### config.mk
export PLATFORM = sky130hd
export DESIGN_NAME = mci_mcu_sram_req_arb_flat
export DESIGN_NICKNAME = d
export VERILOG_FILES = /design/src/rtl/mci_mcu_sram_req_arb_if.sv /design/src/rtl/mci_mcu_sram_req_arb.sv /design/src/flat_wrapper.sv
export SDC_FILE = /design/constraint.sdc
export NUM_CORES = 1
export LEC_CHECK = 0
export CAP_MARGIN = 25
export CELL_PAD_IN_SITES_DETAIL_PLACEMENT = 1
export CELL_PAD_IN_SITES_GLOBAL_PLACEMENT = 1
export CORE_AREA = 4 4 157 159
export CTS_CLUSTER_DIAMETER = 100
export DETAILED_ROUTE_END_ITERATION = 10
export DIE_AREA = 0 0 161 163
export GPL_ROUTABILITY_DRIVEN = 0
export PLACE_DENSITY_LB_ADDON = 0.12
export SYNTH_ARGS = -nofsm -noshare
export SYNTH_HDL_FRONTEND = slang
export SYNTH_SLANG_ARGS = --single-unit
### constraint.sdc
create_clock -name clk_i -period 3.1 [get_ports clk_i]
set_input_delay 0.31 -clock clk_i [delete_from_list [all_inputs] [get_ports clk_i]]
set_output_delay 0.31 -clock clk_i [all_outputs]
set_load 0.02 [all_outputs]
### src/rtl/mci_mcu_sram_req_arb_if.sv
// rtl/mci_mcu_sram_req_arb_if.sv - CIF request/response bundle used on each side of the MCU SRAM arbiter
interface mci_mcu_sram_req_arb_if #(
  parameter int ADDR_W = 32,
  parameter int DATA_W = 32
);
  logic              dv;
  logic              write;
  logic [ADDR_W-1:0] addr;
  logic [DATA_W-1:0] wdata;
  logic              hold;
  logic [DATA_W-1:0] rdata;
  logic              error;

  modport master (output dv, write, addr, wdata, input  hold, rdata, error);
  modport slave  (input  dv, write, addr, wdata, output hold, rdata, error);
endinterface

### src/rtl/mci_mcu_sram_req_arb.sv
// rtl/mci_mcu_sram_req_arb.sv - LSU/IFU/CLP request arbiter in front of the MCU SRAM controller
// MCI_MCU_SRAM_ARB_RR_EN selects round-robin; default is fixed priority IFU > LSU > CLP.
module mci_mcu_sram_req_arb #(
  parameter int ADDR_W       = 32,
  parameter int DATA_W       = 32,
  parameter int STARVE_LIMIT = 64
) (
  input  logic                   clk_i,
  input  logic                   rst_i,
  mci_mcu_sram_req_arb_if.slave  lsu_if,
  mci_mcu_sram_req_arb_if.slave  ifu_if,
  mci_mcu_sram_req_arb_if.slave  clp_if,
  mci_mcu_sram_req_arb_if.master sram_if,
  output logic                   mcu_lsu_req_o,
  output logic                   mcu_ifu_req_o,
  output logic                   clp_req_o,
  output logic                   starve_err_o,
  output logic [2:0]             starve_src_o
);

  localparam int CW = $clog2(STARVE_LIMIT + 1);
  localparam logic [CW-1:0] LIMIT_C = CW'(STARVE_LIMIT);

  typedef enum logic {IDLE, LOCKED} state_e;

  state_e          state_q, state_d;
  logic [2:0]      lock_q, lock_d;
  logic [2:0]      dv, wr, arb_gnt, grant, gnt_act;
  logic [CW-1:0]   cnt_q [3];
  logic [CW-1:0]   cnt_d [3];
  logic [2:0]      starve_set;
  logic [2:0]      starve_src_q, starve_src_d;
  logic            starve_err_q, starve_err_d;

  // Port index order everywhere: 0=LSU, 1=IFU, 2=CLP
  assign dv = {clp_if.dv,    ifu_if.dv,    lsu_if.dv};
  assign wr = {clp_if.write, ifu_if.write, lsu_if.write};

`ifdef MCI_MCU_SRAM_ARB_RR_EN
  logic [2:0] ptr_q, ptr_d;
  logic       complete;

  // ptr_q holds the last completed port; search starts at the one after it
  always_comb begin
    arb_gnt = '0;
    case (ptr_q)
      3'b001: begin
        if      (dv[1]) arb_gnt = 3'b010;
        else if (dv[2]) arb_gnt = 3'b100;
        else if (dv[0]) arb_gnt = 3'b001;
      end
      3'b010: begin
        if      (dv[2]) arb_gnt = 3'b100;
        else if (dv[0]) arb_gnt = 3'b001;
        else if (dv[1]) arb_gnt = 3'b010;
      end
      default: begin
        if      (dv[0]) arb_gnt = 3'b001;
        else if (dv[1]) arb_gnt = 3'b010;
        else if (dv[2]) arb_gnt = 3'b100;
      end
    endcase
  end

  assign complete = (|grant) & ~sram_if.hold;
  assign ptr_d    = complete ? grant : ptr_q;

  always_ff @(posedge clk_i) begin
    if (rst_i) ptr_q <= 3'b100;
    else       ptr_q <= ptr_d;
  end
`else
  always_comb begin
    arb_gnt = '0;
    if      (dv[1]) arb_gnt = 3'b010;
    else if (dv[0]) arb_gnt = 3'b001;
    else if (dv[2]) arb_gnt = 3'b100;
  end
`endif

  always_comb begin
    state_d = state_q;
    lock_d  = lock_q;
    grant   = (state_q == LOCKED) ? lock_q : arb_gnt;
    case (state_q)
      IDLE: begin
        if ((|grant) && sram_if.hold) begin
          state_d = LOCKED;
          lock_d  = grant;
        end
      end
      LOCKED: begin
        if (!sram_if.hold) begin
          state_d = IDLE;
          lock_d  = '0;
        end
      end
      default: begin
        state_d = IDLE;
        lock_d  = '0;
      end
    endcase
  end

  always_ff @(posedge clk_i) begin
    if (rst_i) begin
      state_q <= IDLE;
      lock_q  <= '0;
    end else begin
      state_q <= state_d;
      lock_q  <= lock_d;
    end
  end

  // A locked requester that drops dv stops driving the SRAM request and qualifiers
  assign gnt_act = grant & dv;

  assign sram_if.dv    = |gnt_act;
  assign sram_if.write = |(gnt_act & wr);
  assign sram_if.addr  = ({ADDR_W{gnt_act[0]}} & lsu_if.addr)
                       | ({ADDR_W{gnt_act[1]}} & ifu_if.addr)
                       | ({ADDR_W{gnt_act[2]}} & clp_if.addr);
  assign sram_if.wdata = ({DATA_W{gnt_act[0]}} & lsu_if.wdata)
                       | ({DATA_W{gnt_act[1]}} & ifu_if.wdata)
                       | ({DATA_W{gnt_act[2]}} & clp_if.wdata);

  assign lsu_if.hold  = dv[0] & ~(gnt_act[0] & ~sram_if.hold);
  assign ifu_if.hold  = dv[1] & ~(gnt_act[1] & ~sram_if.hold);
  assign clp_if.hold  = dv[2] & ~(gnt_act[2] & ~sram_if.hold);

  assign lsu_if.rdata = (gnt_act[0] & ~sram_if.hold & ~wr[0]) ? sram_if.rdata : '0;
  assign ifu_if.rdata = (gnt_act[1] & ~sram_if.hold & ~wr[1]) ? sram_if.rdata : '0;
  assign clp_if.rdata = (gnt_act[2] & ~sram_if.hold & ~wr[2]) ? sram_if.rdata : '0;

  assign lsu_if.error = gnt_act[0] & sram_if.error;
  assign ifu_if.error = gnt_act[1] & sram_if.error;
  assign clp_if.error = gnt_act[2] & sram_if.error;

  assign mcu_lsu_req_o = gnt_act[0];
  assign mcu_ifu_req_o = gnt_act[1];
  assign clp_req_o     = gnt_act[2];

  // Saturating wait counters; flag latches on the edge the count reaches the limit
  always_comb begin
    for (int i = 0; i < 3; i++) begin
      if (dv[i] && !grant[i])
        cnt_d[i] = (cnt_q[i] == LIMIT_C) ? cnt_q[i] : cnt_q[i] + CW'(1);
      else
        cnt_d[i] = '0;
      starve_set[i] = (cnt_d[i] == LIMIT_C);
    end
    starve_src_d = starve_src_q | starve_set;
    starve_err_d = starve_err_q | (|starve_set);
  end

  always_ff @(posedge clk_i) begin
    if (rst_i) begin
      for (int i = 0; i < 3; i++) cnt_q[i] <= '0;
      starve_src_q <= '0;
      starve_err_q <= 1'b0;
    end else begin
      for (int i = 0; i < 3; i++) cnt_q[i] <= cnt_d[i];
      starve_src_q <= starve_src_d;
      starve_err_q <= starve_err_d;
    end
  end

  assign starve_src_o = starve_src_q;
  assign starve_err_o = starve_err_q;

endmodule

### src/flat_wrapper.sv
// flat-port wrapper written by rule: the top's interface ports become plain ports
module mci_mcu_sram_req_arb_flat 
#(
  parameter int ADDR_W       = 32,
  parameter int DATA_W       = 32,
  parameter int STARVE_LIMIT = 64
)
  (clk_i, rst_i, mcu_lsu_req_o, mcu_ifu_req_o, clp_req_o, starve_err_o, starve_src_o, lsu_if_dv, lsu_if_write, lsu_if_addr, lsu_if_wdata, lsu_if_hold, lsu_if_rdata, lsu_if_error, ifu_if_dv, ifu_if_write, ifu_if_addr, ifu_if_wdata, ifu_if_hold, ifu_if_rdata, ifu_if_error, clp_if_dv, clp_if_write, clp_if_addr, clp_if_wdata, clp_if_hold, clp_if_rdata, clp_if_error, sram_if_dv, sram_if_write, sram_if_addr, sram_if_wdata, sram_if_hold, sram_if_rdata, sram_if_error);
  mci_mcu_sram_req_arb_if #(.ADDR_W(ADDR_W), .DATA_W(DATA_W)) lsu_if_i ();
  mci_mcu_sram_req_arb_if #(.ADDR_W(ADDR_W), .DATA_W(DATA_W)) ifu_if_i ();
  mci_mcu_sram_req_arb_if #(.ADDR_W(ADDR_W), .DATA_W(DATA_W)) clp_if_i ();
  mci_mcu_sram_req_arb_if #(.ADDR_W(ADDR_W), .DATA_W(DATA_W)) sram_if_i ();
  input  logic clk_i;
  input  logic rst_i;
  output logic mcu_lsu_req_o;
  output logic mcu_ifu_req_o;
  output logic clp_req_o;
  output logic starve_err_o;
  output logic [2:0] starve_src_o;
  input wire logic [$bits(lsu_if_i.dv)-1:0] lsu_if_dv;
  input wire logic [$bits(lsu_if_i.write)-1:0] lsu_if_write;
  input wire logic [$bits(lsu_if_i.addr)-1:0] lsu_if_addr;
  input wire logic [$bits(lsu_if_i.wdata)-1:0] lsu_if_wdata;
  output wire logic [$bits(lsu_if_i.hold)-1:0] lsu_if_hold;
  output wire logic [$bits(lsu_if_i.rdata)-1:0] lsu_if_rdata;
  output wire logic [$bits(lsu_if_i.error)-1:0] lsu_if_error;
  input wire logic [$bits(ifu_if_i.dv)-1:0] ifu_if_dv;
  input wire logic [$bits(ifu_if_i.write)-1:0] ifu_if_write;
  input wire logic [$bits(ifu_if_i.addr)-1:0] ifu_if_addr;
  input wire logic [$bits(ifu_if_i.wdata)-1:0] ifu_if_wdata;
  output wire logic [$bits(ifu_if_i.hold)-1:0] ifu_if_hold;
  output wire logic [$bits(ifu_if_i.rdata)-1:0] ifu_if_rdata;
  output wire logic [$bits(ifu_if_i.error)-1:0] ifu_if_error;
  input wire logic [$bits(clp_if_i.dv)-1:0] clp_if_dv;
  input wire logic [$bits(clp_if_i.write)-1:0] clp_if_write;
  input wire logic [$bits(clp_if_i.addr)-1:0] clp_if_addr;
  input wire logic [$bits(clp_if_i.wdata)-1:0] clp_if_wdata;
  output wire logic [$bits(clp_if_i.hold)-1:0] clp_if_hold;
  output wire logic [$bits(clp_if_i.rdata)-1:0] clp_if_rdata;
  output wire logic [$bits(clp_if_i.error)-1:0] clp_if_error;
  output wire logic [$bits(sram_if_i.dv)-1:0] sram_if_dv;
  output wire logic [$bits(sram_if_i.write)-1:0] sram_if_write;
  output wire logic [$bits(sram_if_i.addr)-1:0] sram_if_addr;
  output wire logic [$bits(sram_if_i.wdata)-1:0] sram_if_wdata;
  input wire logic [$bits(sram_if_i.hold)-1:0] sram_if_hold;
  input wire logic [$bits(sram_if_i.rdata)-1:0] sram_if_rdata;
  input wire logic [$bits(sram_if_i.error)-1:0] sram_if_error;
  assign lsu_if_i.dv = lsu_if_dv;
  assign lsu_if_i.write = lsu_if_write;
  assign lsu_if_i.addr = lsu_if_addr;
  assign lsu_if_i.wdata = lsu_if_wdata;
  assign lsu_if_hold = lsu_if_i.hold;
  assign lsu_if_rdata = lsu_if_i.rdata;
  assign lsu_if_error = lsu_if_i.error;
  assign ifu_if_i.dv = ifu_if_dv;
  assign ifu_if_i.write = ifu_if_write;
  assign ifu_if_i.addr = ifu_if_addr;
  assign ifu_if_i.wdata = ifu_if_wdata;
  assign ifu_if_hold = ifu_if_i.hold;
  assign ifu_if_rdata = ifu_if_i.rdata;
  assign ifu_if_error = ifu_if_i.error;
  assign clp_if_i.dv = clp_if_dv;
  assign clp_if_i.write = clp_if_write;
  assign clp_if_i.addr = clp_if_addr;
  assign clp_if_i.wdata = clp_if_wdata;
  assign clp_if_hold = clp_if_i.hold;
  assign clp_if_rdata = clp_if_i.rdata;
  assign clp_if_error = clp_if_i.error;
  assign sram_if_dv = sram_if_i.dv;
  assign sram_if_write = sram_if_i.write;
  assign sram_if_addr = sram_if_i.addr;
  assign sram_if_wdata = sram_if_i.wdata;
  assign sram_if_i.hold = sram_if_hold;
  assign sram_if_i.rdata = sram_if_rdata;
  assign sram_if_i.error = sram_if_error;
  mci_mcu_sram_req_arb #(.ADDR_W(ADDR_W), .DATA_W(DATA_W), .STARVE_LIMIT(STARVE_LIMIT)) u_core (.clk_i(clk_i), .rst_i(rst_i), .lsu_if(lsu_if_i), .ifu_if(ifu_if_i), .clp_if(clp_if_i), .sram_if(sram_if_i), .mcu_lsu_req_o(mcu_lsu_req_o), .mcu_ifu_req_o(mcu_ifu_req_o), .clp_req_o(clp_req_o), .starve_err_o(starve_err_o), .starve_src_o(starve_src_o));
endmodule
==> results, run 1 <==
- The flow ran to the end, and the final reports show no timing, DRC or antenna violations.
- Summed over all cells, the static leakage comes to 0.00330 uW.
- Setup violations remaining at the end of the flow were counted as 0.
- The via count of the routed design is 5309.
- For this configuration, the core starts out at a cell density of 14.1%.
- The mean area per synthesized cell is 7.10 um2.
- For this run, the leading register cell type out of synthesis is sky130_fd_sc_hd__dfxtp_1.
- After legalization and detailed placement, the total HPWL measured 23000 um.
- The total count of hold-check failures in the final report was 0.
- 409 I/O pins were placed.
- The number of nets produced by synthesis is 701.
- STA puts the critical path data required time at 2.79 ns.
- The number of instances in the synthesized netlist is 461.
- Setup repair after global routing left no endpoint under its margin.
- The number of max-slew violations in the final report is 0.
- TritonCTS built the clock tree.
- The total DRC errors in the routed layout is 0.
- The buffer and inverter count on the worst path is 4.
- Buffers inserted during clock tree synthesis total 5.
- The cell taking the most area after synthesis is sky130_fd_sc_hd__a222oi_1.
- The die covers 0.0262 mm2.
- The cell family contributing the most delay on the critical path is buffers and inverters.
- The critical path is of the input pin to output pin type.
- Counting stages on the worst path, the most repeated cell is sky130_fd_sc_hd__clkdlybuf4s50_1.
- The first TritonRoute pass finished after 8 iterations.
- The DRC violation total after the first TritonRoute iteration is 452.
- In this run the standard cell core region covers 0.0233 mm2.
- Using the TritonRoute via totals, the vias-per-cell ratio works out to 4.50.
- The aggregate global routing overflow is 0.
- Measured along the x axis, the die boundary spans 161 um.
- The count of flip-flops with a built-in enable after synthesis is 0.
- The worst setup slack before clock tree synthesis is 0.135 ns.
- The initial antenna violation count is 1.
- The via count of the first global-routing pass is 5755.
- For this design, the sink count on the clock tree is 29.
- The worst-case headroom to the max-slew limit is 55.6%.
- The largest driver fanout on the critical path is 45.
- The final critical path takes up 95.7% of the cycle.
- The first global-routing pass estimated 38200 um of wire.
- Once placement finished, the instance area stood at 0.00807 mm2.
- The count of nets left with antenna violations once routing finished came out at 0.
- For this block, the routed nets add up to 26700 um of wire.
- The count of buffers from port buffering is 408.
- Compared with the post-synthesis result, the final layout area differs by 151%.
- The final core utilization is 35.3%.
- The die extent in y is 163 um.
- The count of hold-fix buffers inserted at cts is 0.
- For this run, the top clock speed supported by timing is 337 MHz.
- In the final layout, the share of cells above drive strength 1 is 7.56%.
- In the final timing run, aggregate negative setup slack is 0 ns.
- The average wire per standard cell is 22.6 um.
- The clock latency on the worst-skew pair is 0.27 ns.
- The power per cell area is 239 mW/mm2.
- Sequential elements use 17.7% of the synthesized area.
- The area share of the leading cell type in the synthesized netlist is 19.9%.
- The sequential cell area is 582 um2.
- The finished cells cover 0.00822 mm2.
- The smallest setup slack after layout is 0.133 ns.
- The worst path in the final design needs a cycle of 2.97 ns, including I/O delays and setup.
- The yosys synthesis warning count is 0.
- The area of the mapped netlist is 0.00327 mm2.
- The largest single stage delay on the critical path is 0.57 ns.
- For this design, the slowest cell found on the critical path is sky130_fd_sc_hd__clkdlybuf4s50_1.
- The count of maximum capacitance violations is 0.
- Summing all multi-input logic gate instances after layout gives 0.00225 mm2.
- At the pin with the least slew margin, the transition time is 0.666 ns.
- At the end of the flow, the number of nets in the layout was 1099.
- The kind of end point of the critical path is an output pin.
- Global routing used 19.0% of the available tracks.
- In the post-synthesis netlist, the biggest area contributors are sky130_fd_sc_hd__a222oi_1, sky130_fd_sc_hd__and2_1, sky130_fd_sc_hd__dfxtp_1, sky130_fd_sc_hd__inv_1, sky130_fd_sc_hd__nor2_1.
- Clock tree synthesis selected as its root buffer the cell sky130_fd_sc_hd__clkbuf_16.
- The startpoint type of the worst setup path is an input pin.
- IR analysis of the VDD net gives a maximum drop of 172 uV.
- The share of flip-flops with an asynchronous set or reset after synthesis is 0%.
- The deepest level of the CTS H-tree is 2.
- Clock-pin slew was measured on the worst setup and hold paths at 0.05 ns.
- Across all hold checks on the routed design, the worst slack comes to 0.449 ns.
- The number of fillers in the final layout is 2749.
- The worst hold path belongs to the class flop to flop.
- The distinct cell type count of the synthesized netlist is 49.
- The worst clock skew on the final layout is 0.00679 ns.
- The maximum number of pins on one net before global-route repair is 46.
- The site row count is 56.
- The arrival time at the worst endpoint is 2.66 ns.
- In this run, synthesis produced a sequential element count of 29.
- Walking the worst path, the cells encountered are clkdlybuf4s50_1 -> nor2b_1 -> nor2_1 -> and2_2 -> buf_12 -> a222oi_1 -> inv_1 -> clkdlybuf4s50_1.
- Counting along the longest clock path gives a buffer depth of 2.
layout by cell type, fill, tap and decap left out, types with 3 or more instances in the layout:
cell type / netlist / layout
sky130_fd_sc_hd__a21oi_1: 6 / 6
sky130_fd_sc_hd__and3_1: 5 / 5
sky130_fd_sc_hd__xor2_1: 6 / 6
sky130_fd_sc_hd__or3_1: 9 / 9
sky130_fd_sc_hd__a222oi_1: 65 / 65
sky130_fd_sc_hd__nor3_2: 1 / 3
sky130_fd_sc_hd__nor2_1: 28 / 28
sky130_fd_sc_hd__o21ai_0: 7 / 7
sky130_fd_sc_hd__or2_2: 3 / 3
sky130_fd_sc_hd__a32oi_1: 3 / 3
sky130_fd_sc_hd__clkbuf_16: 0 / 5
sky130_fd_sc_hd__inv_1: 81 / 81
sky130_fd_sc_hd__clkdlybuf4s50_1: 0 / 386
sky130_fd_sc_hd__nand2_1: 9 / 9
sky130_fd_sc_hd__o211ai_1: 4 / 4
sky130_fd_sc_hd__nor2b_1: 4 / 3
sky130_fd_sc_hd__buf_12: 0 / 28
sky130_fd_sc_hd__and2_1: 98 / 97
sky130_fd_sc_hd__dfxtp_1: 29 / 28
sky130_fd_sc_hd__ha_1: 6 / 6
sky130_fd_sc_hd__xnor2_1: 10 / 10
sky130_fd_sc_hd__buf_4: 0 / 13
sky130_fd_sc_hd__nand3_1: 11 / 11
layer usage:
metal  share of wire, %  track usage (%)  up-vias
met4                2.5             4.65        0
li1                   -                -     2451
met3                7.4             5.11       30
met1                 36             20.5     2550
met2                 54             36.8      278
met5                  0                0        -
repair_timing:
item                       in CTS  in global routing
setup endpoints to repair       0                  7
resized for setup               0                  3
buffers inserted                0                  0
final cells by class:
cell class                 count  area share (%)
antenna                        1          0.0304
clock buffer                   6            1.57
clock inverter                 2           0.122
inverter                      83            3.79
multi-input combinational    312            27.4
sequential                    29            7.08
tap                          319            4.85
timing repair buffer         428            55.2
where the power goes:
group | leakage, uW | internal, uW | total [uW] | switching [uW]
registers | 0.000235 | 378 | 385 | 7.26
logic | 0.00299 | 632 | 1110 | 480
clock network | 0.0000706 | 294 | 466 | 171
worst register-to-register path, cell delays in order (launching register included):
cell and delay [ns]:
sky130_fd_sc_hd__dfxtp_1 0.44, sky130_fd_sc_hd__inv_1 0.13, sky130_fd_sc_hd__ha_1 0.21, sky130_fd_sc_hd__nand4bb_1 0.16, sky130_fd_sc_hd__or3_1 0.22, sky130_fd_sc_hd__nand4b_1 0.14
sky130_fd_sc_hd__a2111o_1 0.43, sky130_fd_sc_hd__a21oi_1 0.17
sequential cells by signal, indices dropped and copies added, names as in the netlist:
signal               count
u_core.starve_err_o      1
u_core.lock_q            3
u_core.starve_src_o      3
u_core.state_q           1
u_core.cnt_q            21
Yosys cell counts (3+ instances only):
library cell,count
sky130_fd_sc_hd__a222oi_1,65
sky130_fd_sc_hd__a32oi_1,3
sky130_fd_sc_hd__xnor2_1,10
sky130_fd_sc_hd__nand2_1,9
sky130_fd_sc_hd__ha_1,6
sky130_fd_sc_hd__dfxtp_1,29
sky130_fd_sc_hd__o211ai_1,4
sky130_fd_sc_hd__and2_1,98
sky130_fd_sc_hd__or3_1,9
sky130_fd_sc_hd__xor2_1,6
sky130_fd_sc_hd__or2_2,3
sky130_fd_sc_hd__buf_1,3
sky130_fd_sc_hd__nor2b_1,4
sky130_fd_sc_hd__o21ai_0,7
sky130_fd_sc_hd__nor2_1,28
sky130_fd_sc_hd__nand3_1,11
sky130_fd_sc_hd__nor3_1,4
sky130_fd_sc_hd__and3_1,5
sky130_fd_sc_hd__buf_2,7
sky130_fd_sc_hd__clkbuf_1,27
sky130_fd_sc_hd__a21oi_1,6
sky130_fd_sc_hd__inv_1,81
kinds of logic after synthesis:
group	Yosys count	share of synthesized area [%]
buffers and inverters	120	14.0
flip-flops	29	17.7
AO/OA/AOI/OAI	100	27.6
XOR/XNOR	16	4.28
AND/OR/NAND/NOR	189	33.8
adder cells (fa/ha/maj)	6	2.29
multiplexers	1	0.306
final timing paths:
| kind | start | end | slack (ns) | cells after the start |
|---|---|---|---|---|
| worst max-delay path | ifu_if_dv | sram_if_wdata[23] | 0.13 | 8 |
| worst min-delay path | u_core.starve_src_o[1]$_SDFF_PP0_ | u_core.starve_src_o[1]$_SDFF_PP0_ | 0.45 | 2 |
| worst max register to register | u_core.cnt_q[0][1]$_SDFF_PP0_ | u_core.starve_src_o[0]$_SDFF_PP0_ | 1.12 | 7 |
| worst min register to register | u_core.starve_src_o[1]$_SDFF_PP0_ | u_core.starve_src_o[1]$_SDFF_PP0_ | 0.45 | 2 |
per-stage QoR:
step | std cells | total power (uW)
floorplan | 461 | 749
global placement | 1171 | 1510
detailed placement | 1171 | 1520
CTS | 1179 | 1990
global route | 1180 | 2050
finish | 1180 | 1960
Note: power is estimated with default switching activity, not from simulation.
==> run 2, diff against run 1 <==
--- a/config.mk
+++ b/config.mk
@@ -13,7 +13,9 @@
 export DETAILED_ROUTE_END_ITERATION = 10
 export DIE_AREA = 0 0 161 163
 export GPL_ROUTABILITY_DRIVEN = 0
+export GPL_TIMING_DRIVEN = 0
 export PLACE_DENSITY_LB_ADDON = 0.12
+export SKIP_CTS_REPAIR_TIMING = 1
 export SYNTH_ARGS = -nofsm -noshare
 export SYNTH_HDL_FRONTEND = slang
 export SYNTH_SLANG_ARGS = --single-unit
==> constraint.sdc (replaced) <==
create_clock -name clk_i -period 3.2 [get_ports clk_i]
set_input_delay 0.32 -clock clk_i [delete_from_list [all_inputs] [get_ports clk_i]]
set_output_delay 0.32 -clock clk_i [all_outputs]
set_load 0.02 [all_outputs]
==> run 2 against run 1 <==
  * Largest cell class unchanged
  * Clock-buffer cell count grew 1
  * Via count shrank 1.4%
  * Global-route usage is essentially flat
  * Clock power grew 6.2%
  * Sequential share of layout area is essentially flat
==> results, run 2 (same netlist as run 1, synthesis figures left out) <==
- The run finished with clean final reports.
- The worst setup slack before clock tree synthesis came to -0.587 ns (-0.722 ns).
- The TritonCTS buffer count is 5 (unchanged).
- The most frequent cell on the critical path is sky130_fd_sc_hd__buf_2.
- The global-route wire length before repair was 37800 um (-1.0%).
- The total inserted antenna cells is 0 (-1).
- The die footprint is 0.0262 mm2 (unchanged).
- The biggest cell delay along the critical path is 0.55 ns (-0.02 ns).
- The via count normalized by instance count is 4.38 (-2.8%).
- The site row count is 56 (unchanged).
- The detailed placement HPWL came to 23300 um (+1.5%).
- The arrival time at the worst endpoint is 2.74 ns (+0.08 ns).
- The startpoint type of the worst setup path is a flop.
- The signal on the critical path passes through buf_2 -> nor2b_2 -> nor2_1 -> and2_2 -> buf_2 -> clkbuf_2 -> a222oi_1 -> inv_1 -> clkdlybuf4s50_1.
- TritonCTS built the clock tree.
- The leakage power summed over all cells is 0.00406 uW (+23%).
- The die outline width is 161 um (unchanged).
- The area inside the core boundary was 0.0233 mm2 (unchanged).
- The overall track demand over capacity in global routing is 19.1% (+0.037 points).
- The leading cell type in the layout, fill and taps excluded is sky130_fd_sc_hd__clkdlybuf4s50_1.
- The power per cell area is 227 mW/mm2 (-4.8%).
- The total number of nets in the final design is 1116 (+1.5%).
- For this design, the slowest cell found on the critical path is sky130_fd_sc_hd__clkdlybuf4s50_1.
- The I/O pin total is 409 (unchanged).
- The total power after layout is 1850 uW (-5.6%).
- The count of maximum capacitance violations was 0 (unchanged).
- The via count of the first global-routing pass came to 5597 (-2.7%).
- The starting density of the core is 14.1% (unchanged).
- The number of max-slew violations in the final report is 0 (unchanged).
- The slew at the pin closest to its max-slew limit is 0.875 ns (+0.209 ns).
- The average wire per standard cell came to 22.6 um (about the same).
- The cell depth of the worst flop-to-flop path is 6 (-1).
- In this run the clock root is driven by a sky130_fd_sc_hd__clkbuf_16.
- The internal reg-to-reg setup slack is 1.22 ns (+0.10 ns).
- The maximum number of buffers from clock root to sink is 2 (unchanged).
- The number of iterations in the first detailed-routing pass is 8 (unchanged).
- The clock latency on the worst-skew pair is 0.27 ns (about the same).
- The register with the highest flop count is u_core.cnt_q.
- The worst setup path category is flop to output pin.
- The share of post-route cells with drive strength above 1 came to 5.70% (-1.9 points).
- The count of buffers from port buffering is 408 (unchanged).
- The total number of clock tree sinks is 29 (unchanged).
- The minimum clock period after layout is 3.06 ns.
- The via count of the routed design is 5233 (-1.4%).
- The worst hold path belongs to the class flop to flop.
- The flip-flop count of the largest register, all copies and words added is 21 (unchanged).
- The library cells used most frequently in the layout, excluding fill and tap cells, are sky130_fd_sc_hd__clkdlybuf4s50_1, sky130_fd_sc_hd__and2_1, sky130_fd_sc_hd__inv_1, sky130_fd_sc_hd__a222oi_1, sky130_fd_sc_hd__dlymetal6s2s_1.
- The die extent in y came to 163 um (unchanged).
- For hold timing, the worst endpoint is u_core.starve_src_o[0]$_SDFF_PP0_.
- The maximum achievable frequency is 327 MHz.
- The worst register-to-register path begins at u_core.cnt_q[0][0]$_SDFF_PP0_.
- The initial antenna violation count was 0 (-1).
- The final setup violation count is 0 (unchanged).
- The aggregate global routing overflow was 0 (unchanged).
- The total count of hold-check failures in the final report came to 0 (unchanged).
- The count of cells along the worst hold path is 2 (unchanged).
- The number of antenna-violating nets in the routed design is 0 (unchanged).
- The share of the clock period used by the worst path after layout is 95.5%.
- The maximum number of pins on one net before global-route repair is 11 (-76%).
- The deepest level of the CTS H-tree is 2 (unchanged).
- The worst setup path startpoint is u_core.state_q$_SDFF_PP0_.
- The DRC violation total after the first TritonRoute iteration is 500 (+11%).
- The worst-case headroom to the max-slew limit is 41.7% (-14 points).
- The total DRC errors in the routed layout is 0 (unchanged).
- The endpoint required time on the critical path is 2.88 ns (+0.09 ns).
- The maximum vdd ir drop was 155 uV (-10%).
- Setup repair after global routing left no endpoint under its margin.
- The destination of the worst register-to-register timing path is u_core.starve_err_o$_SDFF_PP0_.
- The worst clock skew on the final layout was 0.00356 ns (-0.00323 ns).
- The kind of end point of the critical path is an output pin.
- The largest driver fanout on the critical path is 10 (-78%).
- The total wire length after detailed routing came to 27000 um (+1.3%).
- The area growth from synthesis to layout is 149%.
- The smallest setup slack after layout is 0.144 ns (+0.0112 ns).
- The CTS clock-pin slew for the worst setup and hold paths came to 0.05 ns (about the same).
- The worst min-delay path startpoint is u_core.starve_src_o[0]$_SDFF_PP0_.
## run 2: cell count changes in the layout (fill, tap and decap cells not counted), sizes merged
| cell | change |
|---|---|
| dlymetal6s2s | +57 |
| clkdlybuf4s50 | -36 |
| buf | -32 |
| clkbuf | +29 |
| clkinv | -1 |
| diode | -1 |
## run 2: worst max-delay path by stage
stage                       end
2_1_floorplan  sram_if_addr[10]
3_5_place_dp   lsu_if_rdata[23]
3_3_place_gp   clp_if_rdata[29]
4_1_cts        lsu_if_rdata[23]
5_1_grt         sram_if_addr[6]
6_report        sram_if_addr[6]
## run 2: worst max-delay path: cells and delay by family, from the launching register on
family,cells,cell delay [ns]
simple gates,3,0.50
buf+inv,5,1.26
compound gates,1,0.40
flops,1,0.30
## run 2: metrics by stage
stage | std cells | hold WS (ns) | util (%) | setup TNS, ns | cell area (um2)
final | 1196 | 0.448 | 35.1 | 0 | 8150
after global routing | 1196 | 0.480 | 35.1 | 0 | 8150
after CTS | 1196 | 0.454 | 34.0 | -44.87 | 7920
after detailed placement | 1188 | 0.446 | 33.3 | -43.94 | 7760
after global placement | 1188 | 0.440 | 33.3 | -45.08 | 7760
after floorplan | 461 | 0.481 | - | 0 | 3270
## run 2: layout make-up
class                   instances  area, um2
plain buffers                  36        190
clock buffers                   7        153
clock inverters                 1       5.00
fillers                      2785      15100
inverters                      83        312
multi-input cells             312       2280
flip-flops and latches         29        581
well taps                     319        399
repair buffers                409       4240
## run 2: per-layer routing
layer | share of wire (%) | routed length [um] | track usage (%)
met1 | 38 | 10100 | 21.2
met2 | 54 | 14500 | 36.9
met3 | 6.4 | 1740 | 4.13
met4 | 2.1 | 573 | 4.54
met5 | 0 | 0 | 0
## run 2: report_power, final
part | leakage (uW) | internal, uW | switching (uW)
registers | 0.000235 | 366 | 4.92
clock network | 0.0000799 | 329 | 166
logic | 0.00374 | 534 | 453
